**src/rtl/seq_det_ctrl.sv**
```systemverilog
// Word-level controller around the serial "00..01" detector: accepts a word,
// scans it MSB-first one bit per clock and returns a saturating hit count.
module seq_det_ctrl #(
    parameter int WIDTH      = 8,
    parameter int CNT_W      = 4,
    parameter bit KEEP_STATE = 1'b0
) (
    input  logic             clk,
    input  logic             reset,
    input  logic             in_valid,
    output logic             in_ready,
    input  logic [WIDTH-1:0] in_data,
    output logic             out_valid,
    input  logic             out_ready,
    output logic [CNT_W-1:0] out_count,
    output logic             hit,
    output logic             busy
);

    localparam int BCW = $clog2(WIDTH);
    localparam logic [BCW-1:0]   LAST_IDX = BCW'(WIDTH - 1);
    localparam logic [CNT_W-1:0] CNT_MAX  = '1;

    typedef enum logic [1:0] {IDLE, SHIFT, DONE} ctrl_t;
    typedef enum logic [1:0] {S0, Z1, Z2, HIT}   det_t;

    ctrl_t            state, state_nx;
    det_t             det, det_nx, det_step;
    logic [WIDTH-1:0] shreg;
    logic [BCW-1:0]   bcnt;
    logic             accept;
    logic             shifting;
    logic             scan_bit;
    logic             det_enter_hit;

    // ---------------- controller FSM ----------------
    always_ff @(posedge clk or negedge reset) begin
        if (!reset) state <= IDLE;
        else        state <= state_nx;
    end

    always_comb begin
        state_nx = state;
        case (state)
            IDLE:    if (accept)        state_nx = SHIFT;
            SHIFT:   if (bcnt == '0)    state_nx = DONE;
            DONE:    if (out_ready)     state_nx = IDLE;
            default:                    state_nx = IDLE;
        endcase
    end

    always_comb begin
        in_ready  = (state == IDLE);
        out_valid = (state == DONE);
        busy      = (state != IDLE);
        accept    = in_valid && (state == IDLE);
        shifting  = (state == SHIFT);
        scan_bit  = shreg[WIDTH-1];
    end

    // ---------------- detector FSM ----------------
    always_ff @(posedge clk or negedge reset) begin
        if (!reset) det <= S0;
        else        det <= det_nx;
    end

    always_comb begin
        det_step = det;
        case (det)
            S0:  det_step = scan_bit ? S0  : Z1;
            Z1:  det_step = scan_bit ? S0  : Z2;
            Z2:  det_step = scan_bit ? HIT : Z2;
            HIT: det_step = S0;
        endcase
        det_nx = det;
        if (shifting)
            det_nx = det_step;
        else if (accept && !KEEP_STATE)
            det_nx = S0;
    end

    always_comb begin
        det_enter_hit = shifting && (det_step == HIT);
    end

    // ---------------- datapath ----------------
    always_ff @(posedge clk or negedge reset) begin
        if (!reset) begin
            shreg <= '0;
            bcnt  <= '0;
        end else if (accept) begin
            shreg <= in_data;
            bcnt  <= LAST_IDX;
        end else if (shifting) begin
            shreg <= shreg << 1;
            bcnt  <= bcnt - 1'b1;
        end
    end

    // Count and hit both update on the edge the detector enters HIT, so a
    // detection on the final bit is already in out_count when DONE begins.
    always_ff @(posedge clk or negedge reset) begin
        if (!reset) begin
            out_count <= '0;
            hit       <= 1'b0;
        end else begin
            hit <= det_enter_hit;
            if (accept)
                out_count <= '0;
            else if (det_enter_hit && (out_count != CNT_MAX))
                out_count <= out_count + 1'b1;
        end
    end

endmodule

```
**config.mk**
```make
export PLATFORM = sky130hd
export DESIGN_NAME = seq_det_ctrl
export DESIGN_NICKNAME = d
export VERILOG_FILES = /design/src/rtl/seq_det_ctrl.sv
export SDC_FILE = /design/constraint.sdc
export NUM_CORES = 1
export LEC_CHECK = 0
export BUFFER_PORTS_ARGS = -buffer_cell sky130_fd_sc_hd__buf_4
export CAP_MARGIN = 20
export CORE_AREA = 5 5 58 49
export CTS_CLUSTER_SIZE = 30
export DETAILED_ROUTE_END_ITERATION = 8
export DIE_AREA = 0 0 63 54
export GPL_ROUTABILITY_DRIVEN = 0
export PLACE_DENSITY = 0.67
export SETUP_SLACK_MARGIN = 0.1
export SLEW_MARGIN = 20
export SYNTH_ARGS = -nofsm -noshare
export SYNTH_HDL_FRONTEND = slang
export SYNTH_SLANG_ARGS = --single-unit
```
**constraint.sdc**
```tcl
create_clock -name clk -period 1.68 [get_ports clk]
set_input_delay 0.084 -clock clk [delete_from_list [all_inputs] [get_ports clk]]
set_output_delay 0.084 -clock clk [all_outputs]
set_load 0.01 [all_outputs]
```
==> run summary, run 1 <==
Status -> completed
Worst Path Max Fanout -> 8
Starting DRC count in detailed routing -> 5
Worst Reg-to-Reg Cells -> 3
CTS buffer count -> 3
Vias -> 764
Clock transition at path regs -> 0.12 ns
Commonest non-fill, non-tap cell in the layout -> nand2_1
Drt total wl -> 1837 microns
Crit Path Category -> reg2out
Pleak -> 0.0006715 uW
Root buffer cell -> clkbuf_4
Multiplexer area fraction after synthesis -> 4.005%
Post-Syn Instances -> 97
Worst Setup End Kind -> output port
Netlist cell types -> 29
Synth Area in Adders -> 3.755%
Least-Margin Pin Slew -> 0.4028 ns
Max VDD drop -> 1.180 mV
Final routed DRC violation total -> 0
Clock Tree Buf Depth -> 2
Die height -> 54 microns
Max Cap Viol -> 0
Syn Area/Cell -> 10.31 sq um
Ys Warns -> 0
Drt via density -> 5.026
H-Tree Level Count -> 1
Final setup viols -> 0
Drt pass-1 iters -> 4
Final net count -> 141
Area Overhead vs Synth -> 30.16%
Simple-gate share of the synthesized area -> 19.90%
Final Util -> 56.52%
Vias in the first global route -> 750
Initial antenna violation count -> 0
TritonCTS clock tree -> yes
Ratio of final minimum period to clock period -> 82.14%
HPWL Detailed -> 1328 microns
Crit path max-delay family -> flip-flops
Full die area -> 3402 sq um
Die X -> 63 microns
Power Total -> 1968 uW
Largest family of logic cells by synthesized area -> simple AND/OR/NAND/NOR gates
Setup TNS -> 0 ns
Leading cell types in the layout, fill and taps excluded -> 25 x nand2_1, 20 x dfrtp_1, 20 x buf_4
Final Hold Fails -> 0
First-pass GRT wire length -> 3387 microns
Overflow after GRT -> 0
Worst Hold Class -> in2reg
WHS Path Cells -> 3
Gr usage total -> 12.77%
Final Max Tran Viols -> 0
Worst path slowest cell -> dfrtp_1
Yosys reg bits -> 20
Clk Latency, worst-skew pair -> 0.30 ns
Clk sinks -> 20
Slew HR -> 73.03%
Pin count of the biggest net entering global routing -> 21
Row count -> 16
Post-route clock skew -> 0.005245 ns
DR WL/cell -> 12.09 microns
Post-CTS Setup Inserts -> 0
Initial core utilization -> 43.42%
Worst path cell trace -> or2_2 -> inv_1 -> buf_4
Antenna diode count -> 0
Crit Reg-Reg Endpoint -> out_count[1]
Synth Area in Compound Gates -> 16.02%
Worst Hold Launch -> out_ready
RSZ-0062 raised after global routing -> false
Mapped Nets -> 112
Worst Hold End -> state[1]
Critical Path AT -> 1.30 ns
Req. time, crit path -> 1.60 ns
Core area -> 2302 sq um
Sequential fraction of the synthesis area -> 50.06%
Crit path largest cell delay -> 0.50 ns
Port bufs -> 19
Post-layout min period -> 1.380 ns
Layout cell share with drive strength beyond 1 -> 24.80%
Startpoint types -> flop
Reg2reg start -> state[0]
Achievable Freq -> 0.7246 GHz
PD cells -> 1512 nW/um^2
IO Count -> 20
FF-to-FF setup slack -> 0.31 ns
Bufs and invs on worst path -> 2
XOR/XNOR Fraction of Synth Area -> 0.8761%
Post-DRT Antenna Nets -> 0
Mapped cell area -> 999.7 sq um
metrics by stage:
stage	std cells	setup slack [ns]	instance area, sq um	hold WS [ns]
final	152	0.3000	1301	0.07930
after global routing	152	0.2178	1301	0.08900
after CTS	152	0.2084	1299	0.06195
after detailed placement	139	0.2317	1156	-0.01613
after global placement	139	0.2322	1156	-0.01890
after floorplan	97	0.4410	999.7	-0.2116
Yosys cell counts:
library cell	n	area [sq um]
a22o_1	1	8.760
nand2b_1	1	6.260
buf_2	4	20.02
or3b_1	1	8.760
nand3_1	3	15.01
nand4b_4	1	23.77
a32o_1	1	10.01
nor2_1	2	7.510
o21ai_2	1	8.760
dfrtp_1	20	500.5
xor2_1	1	8.760
o31ai_1	1	7.510
mux2i_1	4	40.04
ha_1	3	37.54
nor3b_1	1	7.510
or2_2	1	6.260
buf_4	1	7.510
o21bai_1	1	7.510
o211ai_1	2	15.01
nand2_1	25	93.84
a21o_1	1	7.510
nor3b_2	1	12.51
inv_1	7	26.28
o21bai_2	1	11.26
nor2b_1	2	12.51
a22oi_1	7	52.55
o21ai_0	1	5.000
nor3_1	1	5.000
a311oi_4	1	26.28
worst max-delay path by stage:
stage	startpoint	to	slack, ns	cells after the start
floorplan	state[0]	out_count[0]	0.44	5
global placement	state[0]	shreg[6]	0.23	3
detailed placement	state[0]	shreg[2]	0.23	3
CTS	state[0]	det[1]	0.21	2
global route	state[0]	in_ready	0.22	3
finish	state[0]	in_ready	0.30	3
layer usage:
| layer | vias to the layer above | global-route usage [%] | routed length, microns |
|---|---|---|---|
| met3 | 2 | 3.967 | 75 |
| met5 | - | 0 | 0 |
| met4 | 0 | 2.120 | 10 |
| li1 | 388 | - | - |
| met2 | 10 | 22.35 | 915 |
| met1 | 364 | 15.88 | 836 |
sequential cells by signal (all words and copies together) (netlist names):
| register | count |
|---|---|
| shreg | 8 |
| out_count | 4 |
| bcnt | 3 |
| det | 2 |
| state | 2 |
| hit | 1 |
cells by family after synthesis:
kind of cell / Yosys count
simple gates: 39
flops: 20
compound gates: 18
mux: 4
buf+inv: 12
xor+xnor: 1
fa+ha+maj: 3
layout make-up:
type                            count  area, sq um
Sequential cell                    20        500.5
Clock buffer                        3        22.52
Fill cell                         191         1001
Tap cell                           27        33.78
Timing Repair Buffer               29        240.2
Clock inverter                      1        30.03
Multi-Input combinational cell     65        447.9
Inverter                            7        26.28
worst min-delay path, stage by stage:
cell and delay, ns:
buf_4 0.11, inv_1 0.05, a22o_1 0.12
power by group:
part | switching, uW | total, uW | internal (uW)
Combinational | 400 | 758 | 358
Sequential | 166 | 819 | 653
Clock | 149 | 390 | 241
timing repair:
| item | 4_1_cts | 5_1_grt |
|---|---|---|
| hold buffers | 9 | 0 |
| hold endpoints to repair | 28 | 0 |
| setup endpoints to repair | 0 | 7 |
| resized for setup | 0 | 1 |
Note: power is estimated with default switching activity, not from simulation.
==> run 2, diff against run 1 <==
- clock period: 1.68 -> 1.4 ns (I/O delays scaled with it)
==> run 2 against run 1 <==
  * Clock skew is 0.0063 ns higher
  * Largest cell class unchanged
  * Sequential power is 21% higher
  * Flip-flop and latch count did not move
  * First-iteration DRC count grew to 2.6 times the previous value
  * Non-clock buffer count grew 8
  * Critical endpoint is now out_count[2]
  * Core utilization up 4.0 points
  * Design area is 7.0% higher
==> run summary, run 2 (synthesis gave the netlist of run 1 again) <==
Status -> completed
Layout cell share with drive strength beyond 1 -> 33.08% (+8.3 points)
IO Count -> 20 (unchanged)
Worst Hold Launch -> out_ready
Starting DRC count in detailed routing -> 13 (+8)
Final worst slack -> 0.05980 ns (-0.2402 ns)
Die height -> 54 microns (unchanged)
Final setup viols -> 0 (unchanged)
Dpl ws -> -0.05461 ns (-0.2863 ns)
Vias in the first global route -> 823 (+9.7%)
Max Cap Viol -> 0 (unchanged)
Clock transition at path regs -> 0.13 ns (about the same)
Critical Path AT -> 1.59 ns (+0.29 ns)
Top reg by flops -> shreg
Overflow after GRT -> 0 (unchanged)
Max VDD drop -> 1.477 mV (+25%)
Final Util -> 60.49% (+4.0 points)
Root buffer cell -> clkbuf_4
PD cells -> 1882 nW/um^2 (+24%)
Startpoint types -> flop
TritonCTS clock tree -> yes
Crit Path Category -> reg2reg
Worst path cell trace -> buf_4 -> nand4b_4 -> nor3b_1 -> mux2i_1
Slew HR -> 77.18% (+4.2 points)
Antenna diode count -> 0 (unchanged)
Final Hold Fails -> 0 (unchanged)
# fillers -> 181 (-5.2%)
Port bufs -> 19 (unchanged)
CTS buffer count -> 3 (unchanged)
Power Total -> 2620 uW (+33%)
Full die area -> 3402 sq um (unchanged)
Least-Margin Pin Slew -> 0.3423 ns (-0.06044 ns)
Post-route clock skew -> 0.01151 ns (+0.006269 ns)
Post-layout min period -> 1.340 ns
Area Overhead vs Synth -> 39.30%
Final routed DRC violation total -> 0 (unchanged)
Crit path largest cell delay -> 0.45 ns (-0.05 ns)
Die X -> 63 microns (unchanged)
First-pass GRT wire length -> 3822 microns (+13%)
Post-Layout Inst Area -> 1393 sq um (+7.0%)
Pleak -> 0.0007154 uW (+6.5%)
Row count -> 16 (unchanged)
Grt met3 use -> 5.010% (+1.0 points)
Crit path max-delay family -> simple AND/OR/NAND/NOR gates
Vias -> 804 (+5.2%)
H-Tree Level Count -> 1 (unchanged)
Worst path slowest cell -> dfrtp_2
Clk sinks -> 20 (unchanged)
Initial core utilization -> 43.42% (unchanged)
Pin count of the biggest net entering global routing -> 21 (unchanged)
Post-DRT Antenna Nets -> 0 (unchanged)
Clock Tree Buf Depth -> 2 (unchanged)
CP startpoint -> state[0]
Worst Hold Class -> in2reg
Leading cell types in the layout, fill and taps excluded -> 26 x buf_4, 25 x nand2_1, 18 x dfrtp_1
Achievable Freq -> 0.7462 GHz
HPWL Detailed -> 1413 microns (+6.4%)
Core area -> 2302 sq um (unchanged)
Top flop regs -> shreg: 8 flops, out_count: 4 flops, bcnt: 3 flops
Met1 Use GR -> 18.25% (+2.4 points)
Worst Path Max Fanout -> 7 (-1)
Drt total wl -> 2152 microns (+17%)
Final net count -> 149 (+5.7%)
RSZ-0062 raised after global routing -> true
Drt pass-1 iters -> 4 (unchanged)
Worst Setup End Kind -> flop
DR WL/cell -> 13.45 microns (+11%)
Placed Area -> 1171 sq um (+1.3%)
Bufs and invs on worst path -> 1 (-1)
Most used routing layer -> met2
Initial antenna violation count -> 0 (unchanged)
Met2 Use GR -> 25.77% (+3.4 points)
Req. time, crit path -> 1.65 ns (+0.05 ns)
Reg2reg start -> state[0]
Commonest non-fill, non-tap cell in the layout -> buf_4
Gr usage total -> 14.75% (+2.0 points)
Ratio of final minimum period to clock period -> 95.73%
Clk Latency, worst-skew pair -> 0.31 ns (about the same)
Hold_ws -> 0.04733 ns (-0.03197 ns)
Final Max Tran Viols -> 0 (unchanged)
Max reg flops -> 8 (unchanged)
Drt via density -> 5.025 (about the same)
-- run 2: repair_timing --
action | in CTS | in global routing
endpoints found under the setup margin | 18 | 17
gates resized for setup | 6 | 5
setup buffers | 5 | 1
hold buffers | 9 | 0
hold endpoints to repair | 28 | 0
pin swaps | 1 | 1
cloned | 0 | 0
-- run 2: final cells by class --
class / count / area, sq um / area share, %
sequential: 20 / 503.0 / 36.12
multi-input combinational: 65 / 469.2 / 33.69
timing repair buffer: 37 / 307.8 / 22.10
tap: 27 / 33.78 / 2.426
clock inverter: 1 / 30.03 / 2.156
inverter: 7 / 26.28 / 1.887
clock buffer: 3 / 22.52 / 1.617
-- run 2: worst paths after layout --
check,endpoint,slack [ns],depth (start not counted)
setup / recovery,out_count[2],0.06,4
hold / removal,state[1],0.05,3
setup reg to reg,out_count[2],0.06,4
hold reg to reg,shreg[1],0.50,2
max in group asynchronous,state[0],1.01,2
min in group asynchronous,shreg[3],0.16,2
-- run 2: stage by stage --
step | cells | setup TNS, ns
floorplan | 97 | 0
global placement | 141 | -0.1882
detailed placement | 141 | -0.3907
CTS | 159 | 0
global route | 160 | -0.004732
finish | 160 | 0
-- run 2: worst register-to-register path, delay by kind of cell, from the launching register on --
| family | cells | cell delay (ns) |
|---|---|---|
| buf+inv | 1 | 0.14 |
| flops | 1 | 0.45 |
| mux | 1 | 0.22 |
| simple gates | 2 | 0.47 |
-- run 2: power breakdown --
group / internal, uW / switching, uW
registers: 789 / 200
clock network: 289 / 193
logic: 595 / 554
-- run 2: routing by layer --
metal	wire [microns]	up-vias
li1	-	405
met4	13	0
met1	988	385
met2	1047	12
met5	0	-
met3	102	2
==> run 3, diff against run 2 <==
==> constraint.sdc (replaced) <==
create_clock -name clk -period 1.4 [get_ports clk]
set_input_delay 0.21 -clock clk [delete_from_list [all_inputs] [get_ports clk]]
set_output_delay 0.21 -clock clk [all_outputs]
set_load 0.01 [all_outputs]
==> run 3 against run 2 <==
  * Via count shrank 4.9%
  * Clock skew down 0.0083 ns
  * Combinational power fell by 6%
  * Power shrank 3.2%
  * Fmax shrank 4.0%
  * Critical path depth shrank 2
  * First-iteration DRC count grew 62%
  * Register-to-register slack hardly changed
  * Design area fell by 7.5%
  * Non-clock buffer count is 9 lower
  * Flip-flop and latch count unchanged
  * Critical endpoint is now busy
  * Highest routed layer unchanged
==> run summary, run 3 (synthesis gave the netlist of run 1 again) <==
Port bufs -> 19 (unchanged)
TritonCTS clock tree -> yes
Die height -> 54 microns (unchanged)
CTS buffer count -> 3 (unchanged)
Row count -> 16 (unchanged)
Max VDD drop -> 1.370 mV (-7.2%)
Crit Path Category -> reg2out
WHS Path Cells -> 3 (unchanged)
Post-layout min period -> 1.396 ns (+0.05561 ns)
# fillers -> 197 (+8.8%)
Worst Setup End Kind -> output port
Antenna diode count -> 0 (unchanged)
Slew HR -> 70.53% (-6.6 points)
Starting DRC count in detailed routing -> 21 (+8)
Critical Path AT -> 1.19 ns (-0.40 ns)
Worst Hold End -> shreg[0]
Final Max Tran Viols -> 0 (unchanged)
Crit Reg-Reg Endpoint -> out_count[0]
Reg2reg start -> state[1]
Dpl cells -> 141 (unchanged)
Commonest non-fill, non-tap cell in the layout -> buf_4
Die X -> 63 microns (unchanged)
Clock Tree Buf Depth -> 2 (unchanged)
Initial core utilization -> 43.42% (unchanged)
Placed Area -> 1171 sq um (unchanged)
Pin count of the biggest net entering global routing -> 21 (unchanged)
FF-to-FF setup slack -> 0.07 ns (about the same)
Drt total wl -> 1989 microns (-7.6%)
Startpoint types -> flop
Ratio of final minimum period to clock period -> 99.70% (+4.0 points)
Clk Latency, worst-skew pair -> 0.31 ns (about the same)
Vias in the first global route -> 772 (-6.2%)
Initial antenna violation count -> 0 (unchanged)
H-Tree Level Count -> 1 (unchanged)
Clock transition at path regs -> 0.12 ns (about the same)
HPWL Detailed -> 1413 microns (unchanged)
Post-DRT Antenna Nets -> 0 (unchanged)
Drt pass-1 iters -> 4 (unchanged)
Setup TNS -> 0 ns (unchanged)
IO Count -> 20 (unchanged)
DR WL/cell -> 13.17 microns (-2.1%)
Final setup viols -> 0 (unchanged)
Worst Hold Class -> in2reg
Drt via density -> 5.066 (+0.82%)
Pleak -> 0.0006690 uW (-6.5%)
Root buffer cell -> clkbuf_4
Post-Layout Inst Area -> 1287 sq um (-7.5%)
Worst path cell trace -> or2_4 -> buf_4
Full die area -> 3402 sq um (unchanged)
Least-Margin Pin Slew -> 0.4400 ns (+0.09767 ns)
Max Cap Viol -> 0 (unchanged)
Clk sinks -> 20 (unchanged)
Final Hold Fails -> 0 (unchanged)
Top reg by flops -> shreg
RSZ-0062 raised after global routing -> true
Vias -> 765 (-4.9%)
Achievable Freq -> 0.7164 GHz (-4.0%)
Final routed DRC violation total -> 0 (unchanged)
Worst path slowest cell -> dfrtp_2
Crit path largest cell delay -> 0.47 ns (+0.02 ns)
Final net count -> 140 (-6.0%)
Req. time, crit path -> 1.19 ns (-0.46 ns)
Area Overhead vs Synth -> 28.79%
Core area -> 2302 sq um (unchanged)
Layout cell share with drive strength beyond 1 -> 34.68% (+1.6 points)
PD cells -> 1971 nW/um^2 (+4.7%)
Gr usage total -> 13.34% (-1.4 points)
Worst Reg-to-Reg Cells -> 3 (-1)
Leading cell types in the layout, fill and taps excluded -> 26 x buf_4, 25 x nand2_1, 18 x dfrtp_1
Overflow after GRT -> 0 (unchanged)
Max reg flops -> 8 (unchanged)
CP startpoint -> state[0]
Post-route clock skew -> 0.003204 ns (-0.008309 ns)
Non-filler instance count after layout -> 151 (-5.6%)
First-pass GRT wire length -> 3512 microns (-8.1%)
Worst Hold Launch -> in_data[0]
Worst Path Max Fanout -> 7 (unchanged)
Status -> completed
Top flop regs -> shreg: 8 flops, out_count: 4 flops, bcnt: 3 flops
run 3: repair_timing:
action | in CTS | in global routing
endpoints found under the setup margin | 19 | 22
buffers inserted | 4 | 1
hold endpoints to repair | 20 | 0
pin swaps | 1 | 1
gates resized for setup | 5 | 3
hold buffers | 1 | 0
run 3: worst max path at each step:
stage                   endpoint  cells past startpoint
global placement        shreg[6]                      3
CTS                         busy                      2
finish                      busy                      2
detailed placement      shreg[1]                      3
floorplan           out_count[0]                      5
global route            in_ready                      3
run 3: per-stage QoR:
stage	utilization (%)	worst slack, ns	total power, uW	hold slack (ns)
2_1_floorplan	-	0.1610	1656	-0.08559
3_3_place_gp	50.87	-0.02982	1892	0.1055
3_5_place_dp	50.87	-0.05461	1928	0.1079
4_1_cts	55.27	0.01456	2524	0.09376
5_1_grt	55.92	-0.04247	2773	0.06735
6_report	55.92	0.004196	2538	0.09787
run 3: final cells by class:
class                           instances  area [sq um]  share of cell area (%)
Inverter                                7         26.28                   2.041
Tap cell                               27         33.78                   2.624
Clock inverter                          1         30.03                   2.332
Timing Repair Buffer                   28         216.5                   16.81
Clock buffer                            3         22.52                   1.749
Multi-Input combinational cell         65         455.4                   35.37
Sequential cell                        20         503.0                   39.07
run 3: worst max-delay path, delay by kind of cell, from the launching register on:
kind	cells	cell delay, ns
and+or+nand+nor	1	0.27
DFF	1	0.47
buffers and inverters	1	0.14
run 3: power breakdown:
part | total, uW | internal, uW | switching (uW)
logic | 1080 | 542 | 536
registers | 979 | 789 | 190
clock network | 480 | 289 | 191
total | 2540 | 1620 | 917
run 3: metal layers:
| layer | global-route usage [%] | share of wire, % | up-vias | routed length (microns) |
|---|---|---|---|---|
| met5 | 0 | 0 | - | 0 |
| met4 | 2.120 | 0.65 | 0 | 13 |
| met3 | 5.010 | 5.2 | 2 | 104 |
| met2 | 23.21 | 49 | 12 | 978 |
| met1 | 16.22 | 45 | 365 | 893 |
| li1 | - | - | 386 | - |
